[src/rtl/clk_xfer_tx.sv]
// clk_xfer_tx: 4-phase request/acknowledge transmitter.
// Presents a captured word on o_data, raises o_req after one setup cycle,
// and drops it once the synchronized acknowledge arrives or the wait
// limit expires. The acknowledge comes from another clock domain.
module clk_xfer_tx #(
    parameter int WIDTH   = 8,
    parameter int STAGES  = 3,
    parameter int TIMEOUT = 1023
) (
    input  logic             i_clk,
    input  logic             i_rst_n,
    input  logic [WIDTH-1:0] i_data,
    input  logic             i_valid,
    output logic             o_ready,
    output logic [WIDTH-1:0] o_data,
    output logic             o_req,
    input  logic             i_ack,
    output logic             o_busy,
    output logic             o_err
);

    // Counter wide enough to hold TIMEOUT; a disabled timeout still needs one bit.
    localparam int CW = (TIMEOUT > 0) ? $clog2(TIMEOUT + 1) : 1;
    // The timeout fires on the edge that would bring the counter up to TIMEOUT.
    localparam logic [CW-1:0] CNT_LAST = CW'((TIMEOUT > 0) ? TIMEOUT - 1 : 0);

    typedef enum logic [1:0] {
        IDLE  = 2'd0,
        SETUP = 2'd1,
        REQ   = 2'd2,
        DROP  = 2'd3
    } state_t;

    state_t             state_q, state_d;
    logic [STAGES-1:0]  sync_q;
    logic               ack_s;
    logic               req_q, req_d;
    logic               err_q, err_d;
    logic [WIDTH-1:0]   data_q, data_d;
    logic [CW-1:0]      cnt_q, cnt_d;
    logic               cnt_hit;

    // Acknowledge synchronizer; only the last flop feeds the FSM.
    always_ff @(posedge i_clk or negedge i_rst_n) begin
        if (!i_rst_n) sync_q <= '0;
        else          sync_q <= {sync_q[STAGES-2:0], i_ack};
    end

    assign ack_s   = sync_q[STAGES-1];
    assign cnt_hit = (TIMEOUT != 0) && (cnt_q == CNT_LAST);

    // State, handshake and data registers.
    always_ff @(posedge i_clk or negedge i_rst_n) begin
        if (!i_rst_n) begin
            state_q <= IDLE;
            req_q   <= 1'b0;
            err_q   <= 1'b0;
            data_q  <= '0;
            cnt_q   <= '0;
        end else begin
            state_q <= state_d;
            req_q   <= req_d;
            err_q   <= err_d;
            data_q  <= data_d;
            cnt_q   <= cnt_d;
        end
    end

    // Next-state logic: acknowledge takes precedence over the timeout.
    always_comb begin
        state_d = state_q;
        req_d   = req_q;
        err_d   = err_q;
        data_d  = data_q;
        cnt_d   = cnt_q;
        unique case (state_q)
            IDLE: begin
                if (i_valid) begin
                    data_d  = i_data;
                    err_d   = 1'b0;
                    state_d = SETUP;
                end
            end
            SETUP: begin
                req_d   = 1'b1;
                cnt_d   = '0;
                state_d = REQ;
            end
            REQ: begin
                cnt_d = cnt_q + CW'(1);
                if (ack_s) begin
                    req_d   = 1'b0;
                    state_d = DROP;
                end else if (cnt_hit) begin
                    req_d   = 1'b0;
                    err_d   = 1'b1;
                    state_d = DROP;
                end
            end
            DROP: begin
                if (!ack_s) state_d = IDLE;
            end
            default: state_d = IDLE;
        endcase
    end

    assign o_ready = (state_q == IDLE);
    assign o_busy  = (state_q != IDLE);
    assign o_req   = req_q;
    assign o_err   = err_q;
    assign o_data  = data_q;

endmodule

[config.mk]
export PLATFORM = sky130hd
export DESIGN_NAME = clk_xfer_tx
export DESIGN_NICKNAME = d
export VERILOG_FILES = /design/src/rtl/clk_xfer_tx.sv
export SDC_FILE = /design/constraint.sdc
export NUM_CORES = 1
export LEC_CHECK = 0
export ABC_AREA = 0
export CAP_MARGIN = 20
export CORE_UTILIZATION = 53
export DETAILED_ROUTE_END_ITERATION = 12
export GPL_TIMING_DRIVEN = 0
export PLACE_DENSITY_LB_ADDON = 0.25
export SLEW_MARGIN = 20
export SYNTH_ARGS = -nofsm -noshare
export SYNTH_HDL_FRONTEND = slang
export SYNTH_SLANG_ARGS = --single-unit
[constraint.sdc]
create_clock -name i_clk -period 2.1 [get_ports i_clk]
set_input_delay 0.42 -clock i_clk [delete_from_list [all_inputs] [get_ports i_clk]]
set_output_delay 0.42 -clock i_clk [all_outputs]
set_load 0.02 [all_outputs]
# Yosys cells after proc, flatten, opt, wreduce, memory -nomap -nowiden
# Cells that the tools add are included.
# classes
reduce_logical	8
eq_ne	9
n_addsub	1
mux	13
# ops
operator	n
$pmux 10 s2	1
$add 10x1->10 const B	1
$eq 10x10->1 const B	1
$mux 2	4
$ne 2x2->1 const B	4
$pmux 2 s4	1
$reduce_bool 2->1	3
$mux 1	5
$eq 2x2->1 const B	2
$pmux 1 s2	2
$reduce_and 2->1	2
$reduce_and 4->1	1
$ne 3x3->1 const B	1
$reduce_and 3->1	1
$eq 2x1->1 const B	1
$logic_not 2->1	1
# totals
word_cells	37
out_inout_bits	12
regBits	25

# Depth between registers and ports, before layout
# logic_depth
word_depth	4
ltp_mapped	7
mapped_depth_nobuf	6

# Worst setup path after synthesis
# Ideal clock, no wire load.
# synth_timing
path_kind	reg-to-reg
startpoint	reg state_q[0]
endpoint	reg state_q[1]
n_path_buf	0
setup_time_ns	0.080
path_slack_ns	0.612
path_stages_with_launch	7
required_time_ns	2.020
t_arrival_ns	1.407
path_cell_list	dfrtp_1 > inv_1 > ha_1 > inv_1 > a2bb2oi_1 > o31ai_2 > mux2i_1
# synth_via
elab_chain_len	3
word_cells_on_any_way	9
classes_between	eq/ne: 6; mux: 1; reduce/logical: 2
# synth_lines
element	line_no	source
start: declaration	34	state_t state_q, state_d;
start signal: assignment	61	state_q <= state_d;
$logic_not 2->1 *	-	
named net o_ready	14	output logic o_ready,
$ne 2x2->1 (no source line)	-	
$reduce_and 3->1 (no source line)	-	
# The timed path passes the listed nets; every way through them passes the cells marked *.
# A chain may end at the register's enable or synchronous reset.

# Final worst setup path
# layout_timing
startpoint	reg state_q[0]
endpoint	out o_busy
# layout_via
elab_chain_len	1
# layout_lines
element	line_no	source
$reduce_bool 2->1	108	assign o_busy = (state_q != IDLE);
end: declaration	18	output logic o_busy,
# Every way passes these cells.

==> key figures <==
Die
  – Std-Cell Core Area: 2040 sq um
  – Die width: 49.4 microns
  – # rows: 16
  – Die height: 49.4 microns
  – Initial Util: 58.4%
  – # IOs: 24
  – Die area: 2440 sq um

Setup path
  – R2R setup slack: 0.46 ns
  – CP Max Fanout: 5
  – WS Path Type: reg -> out
  – Reg2Reg Depth: 6
  – RR Endpoint: cnt_q[7]
  – Startpoint types: register
  – Setup crit end kind: primary output
  – Data required, critical path: 1.68 ns
  – R2r startpoint: state_q[1]
  – Critical Path AT: 1.48 ns

Pwr
  – PwrDens: 1260 nW/um^2
  – VDD IR max: 964 uV
  – Power consumption: 1.87 mW
  – Leakage: 0.650 nW

Finish
  – Most common cell after layout, fill and taps aside: dfrtp_1
  – Commonest non-fill, non-tap cells in the layout: dfrtp_1 (25), clkdlybuf4s50_1 (20), mux2_2 (8), nand3_1 (8)
  – Core Util, Final: 72.4%
  – Final Cell Area: 1480 sq um
  – Antenna Cells: 0
  – Fraction of layout cells with a size suffix above 1: 16.2%
  – Area grow syn2layout: 24.0%
  – Fillers: 156
  – Final #Nets: 148

CTS
  – Post-CTS Setup Bufs: 0
  – Root buffer cell: clkbuf_4
  – Register clock-pin slew on the reported worst setup and hold paths: 0.14 ns
  – TritonCTS clock tree: done
  – CTS Buffer Depth: 2
  – Clk sinks: 25
  – H-tree depth: 1
  – Clock Latency Late Sink: 0.32 ns
  – CTS buffer count: 3

Placed design
  – Gpl congestion: 0.827
  – DPL Wire Length: 1680 microns
  – Pre-CTS setup slack: 0.316 ns
  – Input/output buffers: 23
  – Placed instance area: 1460 sq um

STA
  – Skew final: 0.0123 ns
  – PnR worst setup slack: 0.198 ns
  – Worst slew margin: 64.1%
  – # setup viols final: 0
  – Hold Vio Cnt, Final: 0
  – RSZ-0062 raised after global routing: false
  – Final Critical Period: 1.90 ns
  – Post-route clock period utilization: 90.6%
  – Slew Viols, Final: 0
  – Max Clk Rate: 0.526 GHz
  – Slew @ Worst Pin: 0.539 ns
  – Setup TNS: 0 ns

Hold path
  – Hold Path Class: in -> async

Synthesis
  – Distinct cells, synth: 35
  – Post-synth EDFFs: 0
  – Post-synthesis register bit count: 25
  – Post-Syn Area: 1190 sq um
  – Syn Inst Count: 103
  – Async SR Flop Fraction: 100%
  – Net Count, Synth: 120
  – Synth warn: 0
  – Main synth FF type: dfrtp_1
  – Post-Syn Area per Cell: 11.6 sq um
  – Register area share after synthesis: 52.5%

Status
  – Outcome: finished, final reports clean

Global routing
  – Vias in the first global route: 909
  – Grt ovf: 0
  – Gr usage total: 21.2%
  – First-pass GRT wire length: 3960 microns
  – Initial antenna violation count: 0
  – Pin count of the biggest net entering global routing: 26

Flow run
  – Max-cap violations: 0

Route
  – DRC viols: 0
  – Pre-Repair DR Iteration Count: 4
  – Drt total wl: 2230 microns
  – Vias per inst: 5.45
  – DRT antenna net count: 0
  – Wire length per cell: 14.2 microns
  – 1st-iter DRT viols: 20
  – Vias: 855
[area by class of cell]
cell class	instances	area [sq um]	area share [%]
Sequential cell	25	626	42.3
Tap cell	27	33.8	2.28
Buffer	3	22.5	1.52
Inverter	8	30.0	2.03
Clock buffer	3	22.5	1.52
Multi-Input combinational cell	67	514	34.8
Timing Repair Buffer	23	223	15.1
Clock inverter	1	7.51	0.508
[cells in the mapped netlist, drive strengths merged, types with 2 or more instances]
cell	count	area share, %
nor2	4	1.3
nand2	7	2.2
o21ai	5	2.1
xnor2	2	1.5
nand3	9	4.8
inv	7	2.2
dfrtp	25	52
and3	2	1.2
o31ai	2	1.7
buf	2	1.6
a22o	3	2.3
mux2i	4	3.4
nand4	2	1.0
a21oi	3	1.3
ha	5	5.2
nor3	3	2.6
mux2	8	7.6
[metrics by stage]
step	instances	hold slack, ns
after detailed placement	153	0.339
after global placement	153	0.339
final	157	0.0600
after floorplan	103	0.124
after global routing	157	0.100
after CTS	157	0.380
[critical path, stage by stage (launching register included)]
cell	delay (ns)
dfrtp_1	0.41
inv_1	0.10
ha_1	0.25
inv_1	0.08
dlygate4sd2_1	0.32
[report_power, final]
part / leakage, nW / switching (mW) / internal [mW] / total (mW)
clock network: 0.0139 / 0.143 / 0.0727 / 0.216
logic: 0.319 / 0.534 / 0.429 / 0.963
registers: 0.316 / 0.0781 / 0.612 / 0.691
[how the worst max path moves through the flow]
stage | from | endpoint | cells past startpoint
6_report | state_q[0] | o_busy | 4
4_1_cts | state_q[0] | o_busy | 4
2_1_floorplan | state_q[0] | state_q[1] | 6
3_5_place_dp | state_q[1] | o_busy | 4
3_3_place_gp | i_rst_n | sync_q[0] | 1
5_1_grt | state_q[0] | o_busy | 4
[metal layers]
layer  global-route usage, %  vias up  wire [microns]
met2                    39.0       15            1170
met4                    2.86        0               0
met1                    25.3      419             981
met5                       0        -               0
met3                    5.61        0              83
li1                        -      421               -
[state kept, by name, indices dropped and copies added, names as in the netlist]
name / count
state_q: 2
o_err: 1
o_data: 8
cnt_q: 10
o_req: 1
sync_q: 3
[cells by family (layout without fill, tap and decap cells)]
logic type               after synthesis  after routing  share of synthesized area, %
AND/OR/NAND/NOR                       29             29                          14.2
flip-flops                            25             25                          52.5
AO/OA/AOI/OAI                         19             19                          11.3
multiplexers                          12             12                          10.9
buffers and inverters                 11             38                          4.41
adder cells (fa/ha/maj)                5              5                          5.25
XOR/XNOR                               2              2                          1.47
[timing repair]
action                                  4_1_cts  5_1_grt
endpoints found under the setup margin        2        0
resized for setup                             2        0
hold buffers                                  0        0
Note: power is estimated with default switching activity, not from simulation.
==> patch 1 (config.mk and constraints unchanged) <==
Take the reset off `data_q` and load it in a clocked block of its own.
--- a/src/rtl/clk_xfer_tx.sv
+++ b/src/rtl/clk_xfer_tx.sv
@@ -55,15 +55,17 @@
             state_q <= IDLE;
             req_q   <= 1'b0;
             err_q   <= 1'b0;
-            data_q  <= '0;
             cnt_q   <= '0;
         end else begin
             state_q <= state_d;
             req_q   <= req_d;
             err_q   <= err_d;
-            data_q  <= data_d;
             cnt_q   <= cnt_d;
         end
+    end
+
+    always_ff @(posedge i_clk) begin
+        data_q <= data_d;
     end
 
     // Next-state logic: acknowledge takes precedence over the timeout.
Function: changed (a bounded check fails within 4 cycles, from zero or initial values and one cycle with i_rst_n low).
==> patch 1 against the unedited design <==
Die area shrank 5.4%. Setup slack gained 0.012 ns. Count of clock-buffer cells in the layout is the same. Final area shrank 4.2%. Worst hold slack gained 0.31 ns. First-iteration DRC count shrank 55%. Power shrank 20%. Cell count shrank 3.8%. Wire length shrank 11%. Global-route usage shrank 1.6 points. Register-to-register slack lost 0.06 ns. Sequential cell count is the same. Area after synthesis shrank 5.7%. Critical path type unchanged. Largest cell class unchanged. Highest routed layer is now met4.
==> patch 1: results (changes against the unedited design) <==
| Metric | Value |
|---|---|
| FF-to-FF setup slack | `0.40 ns (-0.06 ns)` |
| Sequential cell area share | `47.00% (+4.7 points)` |
| DRT Wirelength | `1989 um (-11%)` |
| Placed cells | `147 (-3.9%)` |
| Diodes inserted | `0 (unchanged)` |
| Complex-gate fraction of the synthesized area | `11.46% (+0.12 points)` |
| PortBufs | `23 (unchanged)` |
| Largest net degree at the start of global routing | `18 (-31%)` |
| Area contributors post-synth | `dfrtp_1 38%, edfxtp_1 21%, ha_1 5.6%, nand3_1 3.1%, nand2_1 3.0%` |
| Pre-antenna DRT Iters | `5 (+1)` |
| Fillers | `151 (-3.2%)` |
| Fraction of area in clock buffers and inverters | `2.120% (+0.090 points)` |
| Met2 GRT Util | `29.73% (-9.3 points)` |
| Multi-input gate count | `62 (-7.5%)` |
| DRT met1 WL | `936 um (-4.6%)` |
| Post_cts resized | `2 (unchanged)` |
| Max VDD drop | `0.0006019 V (-38%)` |
| GR Layer Usage met1 | `27.27% (+2.0 points)` |
| Fin nets | `142 (-4.1%)` |
| Post-synth top cells | `17 x dfrtp_1, 9 x nand2_1, 8 x edfxtp_1, 7 x nand3_1` |
| Cell count after synthesis | `97 (-5.8%)` |
| Worst Hold Class | `reg -> reg` |
| Min cycle time layout | `1.890 ns (-0.01208 ns)` |
| Status | `completed` |
| Post-DR vias/cell | `5.285 (-3.0%)` |
| Multiplexer share of the synthesized area | `2.670% (-8.2 points)` |
| Post-DP HPWL | `1490 um (-11%)` |
| DRT iter0 DRCs | `9 (-55%)` |
| Root Buffer | `clkbuf_4` |
| Post-synth EDFFs | `8 (+8)` |
| RePlAce Congestion | `0.7922 (-4.2%)` |
| Via count | `798 (-6.7%)` |
| Net Switching | `0.0006027 W (-20%)` |
| First-pass GRT wire length | `2980 um (-25%)` |
| Max transition margin | `50.88% (-13 points)` |
| Post-synthesis net count | `114 (-5.0%)` |
| Worst clock skew | `0.003263 ns (-0.009009 ns)` |
| Latest clock arrival within the worst-skew pair | `0.33 ns` |
| Top sig layer | `met4` |
| Synth Area in XOR/XNOR | `1.557% (+0.088 points)` |
| Fraction of area in multi-input gates | `29.51% (-5.3 points)` |
| Synth unique cells | `29 (-17%)` |
| Routed length on met3 | `41 um (-51%)` |
| Sequential cell area fraction in the yosys report | `59.18% (+6.7 points)` |
| Vias in the first global route | `676 (-26%)` |
| Worst hold start | `sync_q[1]$_DFF_PN0_` |
| Share of cells above drive strength 1 | `8.065% (-8.1 points)` |
| Inverters | `7 (-1)` |
| Grt met3 use | `3.396% (-2.2 points)` |
| Final non-clock buffer share | `17.14% (+0.56 points)` |
| Post-Synth Adder-Cell Area | `5.562% (+0.32 points)` |
| Leakage | `0.5958 nW (-8.3%)` |
| All-Layer GR Usage | `19.65% (-1.6 points)` |
| Met2 routed WL | `975 um (-16%)` |
| Async set-reset flop share out of synthesis | `68.00% (-32 points)` |
==> patch 1: changes by cell type after synthesis, sizes merged, moves of 2 or more <==
cell	before	now
a21oi	3	5
dfrtp	25	17
edfxtp	0	8
mux2	8	0
nand2	7	9
nor2	4	6
==> patch 1: power by group through the flow <==
| stage | Clock, W | Sequential (W) | Combinational (W) |
|---|---|---|---|
| after floorplan | 0 | 0.000681 | 0.000387 |
| after global placement | 0 | 0.000640 | 0.000635 |
| after detailed placement | 0 | 0.000646 | 0.000663 |
| after CTS | 0.000229 | 0.000636 | 0.000650 |
| after global routing | 0.000240 | 0.000645 | 0.000714 |
| final | 0.000221 | 0.000636 | 0.000644 |
==> patch 1: through the flow <==
step	setup slack (ns)	instance area (um2)	hold WS [ns]
after floorplan	0.6552	1125	0.1244
after global placement	0.3623	1389	0.3336
after detailed placement	0.3083	1389	0.3448
after CTS	0.1923	1416	0.3767
after global routing	0.1304	1416	0.3799
final	0.2100	1416	0.3730
==> patch 2 (config.mk and constraints unchanged) <==
Made on the original files. The parameter `TIMEOUT` goes from 1023 to 2046.
--- a/src/rtl/clk_xfer_tx.sv
+++ b/src/rtl/clk_xfer_tx.sv
@@ -5,7 +5,7 @@
 module clk_xfer_tx #(
     parameter int WIDTH   = 8,
     parameter int STAGES  = 3,
-    parameter int TIMEOUT = 1023
+    parameter int TIMEOUT = 2046
 ) (
     input  logic             i_clk,
     input  logic             i_rst_n,
Behaviour: same outputs for any inputs over 10 cycles, from zero or initial values and one cycle with i_rst_n low; that may be too few to reach the edited logic, so the function may still have changed.
==> patch 2 against the unedited design <==
Setup slack gained 0.019 ns. Worst hold slack gained 0.31 ns. Area after synthesis grew 1.9%. Largest power group unchanged. Wire length shrank 1.6%. Power grew 3.7%. Sequential cell count grew 1. Via count grew 1.5%. Non-clock buffer count is the same. Final area grew 4.4%.
==> patch 2: results (changes against the unedited design) <==
| Metric | Value |
|---|---|
| FF-to-FF setup slack | `0.36 ns (-0.10 ns)` |
| Post-DR vias/cell | `5.529 (+1.5%)` |
| GR Layer Usage met1 | `26.27% (+0.96 points)` |
| Met2 routed WL | `1175 um (+0.77%)` |
| Leakage | `0.7072 nW (+8.8%)` |
| Area contributors post-synth | `dfrtp_1 54%, mux2_2 7.4%, ha_1 5.1%, xor2_1 2.9%, mux2i_1 2.5%` |
| YS warnings | `0 (unchanged)` |
| Status | `completed` |
| Pre-antenna DRT Iters | `4 (unchanged)` |
| Grt met3 use | `3.704% (-1.9 points)` |
| Dpl ws | `0.3150 ns (-0.0007550 ns)` |
| Slew @ Worst Pin | `0.5086 ns (-0.03047 ns)` |
| RePlAce Congestion | `0.7434 (-10%)` |
| Synth Area in XOR/XNOR | `3.605% (+2.1 points)` |
| Post-CTS Setup Bufs | `0 (unchanged)` |
| Complex-gate fraction of the synthesized area | `7.621% (-3.7 points)` |
| First-pass GRT wire length | `3946 um (-0.35%)` |
| CTS Buf Count | `3 (unchanged)` |
| Root Buffer | `clkbuf_4` |
| Post-synth top cells | `26 x dfrtp_1, 8 x mux2_2, 8 x nor2_1` |
| Post-Synth Adder-Cell Area | `5.149% (-0.097 points)` |
| Max VDD drop | `0.0008063 V (-16%)` |
| Largest net degree at the start of global routing | `18 (-31%)` |
| Largest register FFs | `11 (+1)` |
| Clock buffer depth | `2 (unchanged)` |
| Post-DP HPWL | `1705 um (+1.7%)` |
| Share of cells above drive strength 1 | `16.92% (+0.77 points)` |
| Worst Hold Class | `reg -> reg` |
| Synth unique cells | `31 (-11%)` |
| Clk slew on worst S/H paths | `0.13 ns` |
| Avg WL per Cell | `13.99 um (-1.6%)` |
| Fillers | `140 (-10%)` |
| DRT met1 WL | `959 um (-2.2%)` |
| Vias in the first global route | `933 (+2.6%)` |
| All-Layer GR Usage | `21.18% (-0.064 points)` |
| DRT iter0 DRCs | `16 (-20%)` |
| Met2 GRT Util | `37.84% (-1.2 points)` |
| Sequential cell area fraction in the yosys report | `53.55% (+1.1 points)` |
| Reg with most FFs | `cnt_q` |
| Worst clock skew | `0.001762 ns (-0.01051 ns)` |
| Initial antenna violation count | `0 (unchanged)` |
| Fin nets | `148 (unchanged)` |
| Routed length on met3 | `61 um (-27%)` |
| Multiplexer share of the synthesized area | `9.887% (-1.0 points)` |
| Slowest-stage cell, CP | `dfrtp_1` |
| PortBufs | `23 (unchanged)` |
| Latest clock arrival within the worst-skew pair | `0.31 ns` |
| Worst-path fanout max | `5 (unchanged)` |
| Worst hold start | `sync_q[1]$_DFF_PN0_` |
| Post-synthesis net count | `119 (-0.83%)` |
| Arr. time, crit path | `1.46 ns (-0.02 ns)` |
| Async set-reset flop share out of synthesis | `100.0% (unchanged)` |
patch 2: cell families after synthesis:
logic type / count (synthesis)
flops: 26
compound gates: 14
mux: 11
fa+ha+maj: 5
simple gates: 33
buf+inv: 8
xor+xnor: 5
patch 2: power breakdown:
| group | switching, W | internal (W) | total (W) |
|---|---|---|---|
| Clock | 0.000141 | 0.000193 | 0.000334 |
| Sequential | 0.0000805 | 0.000632 | 0.000712 |
| Combinational | 0.000493 | 0.000398 | 0.000891 |
patch 2: area by class of cell:
type / instances / share of cell area, %
clock inverters: 1 / 1.945
multi-input cells: 68 / 34.52
plain buffers: 2 / 0.5673
well taps: 27 / 2.188
repair buffers: 24 / 15.72
inverters: 6 / 1.459
flip-flops and latches: 26 / 42.14
clock buffers: 3 / 1.459
patch 2: worst max path at each step:
stage / startpoint / to / slack [ns] / cells past startpoint
after floorplan: state_q[0]$_DFFE_PN0P_ / state_q[1]$_DFFE_PN0P_ / 0.62 / 5
after global placement: i_rst_n / o_data[4]$_DFFE_PN0P_ / 0.32 / 1
after detailed placement: state_q[0]$_DFFE_PN0P_ / o_busy / 0.32 / 4
after CTS: state_q[0]$_DFFE_PN0P_ / o_busy / 0.21 / 4
after global routing: state_q[0]$_DFFE_PN0P_ / o_busy / 0.09 / 4
final: state_q[0]$_DFFE_PN0P_ / o_busy / 0.22 / 4
patch 2: metrics by stage:
stage	instances	util (%)	area, um2	hold WS (ns)
after global placement	152	71.72	1479	0.3340
final	157	74.88	1544	0.3711
after floorplan	102	-	1215	0.1244
after global routing	157	74.88	1544	0.3769
after CTS	157	74.88	1544	0.3731
after detailed placement	153	72.45	1494	0.3417
patch 2: worst max-delay path, delay by kind of cell, from the launching register on:
kind,cells,cell delay (ns)
adder cells (fa/ha/maj),1,0.24
buffers and inverters,3,0.50
flip-flops,1,0.41
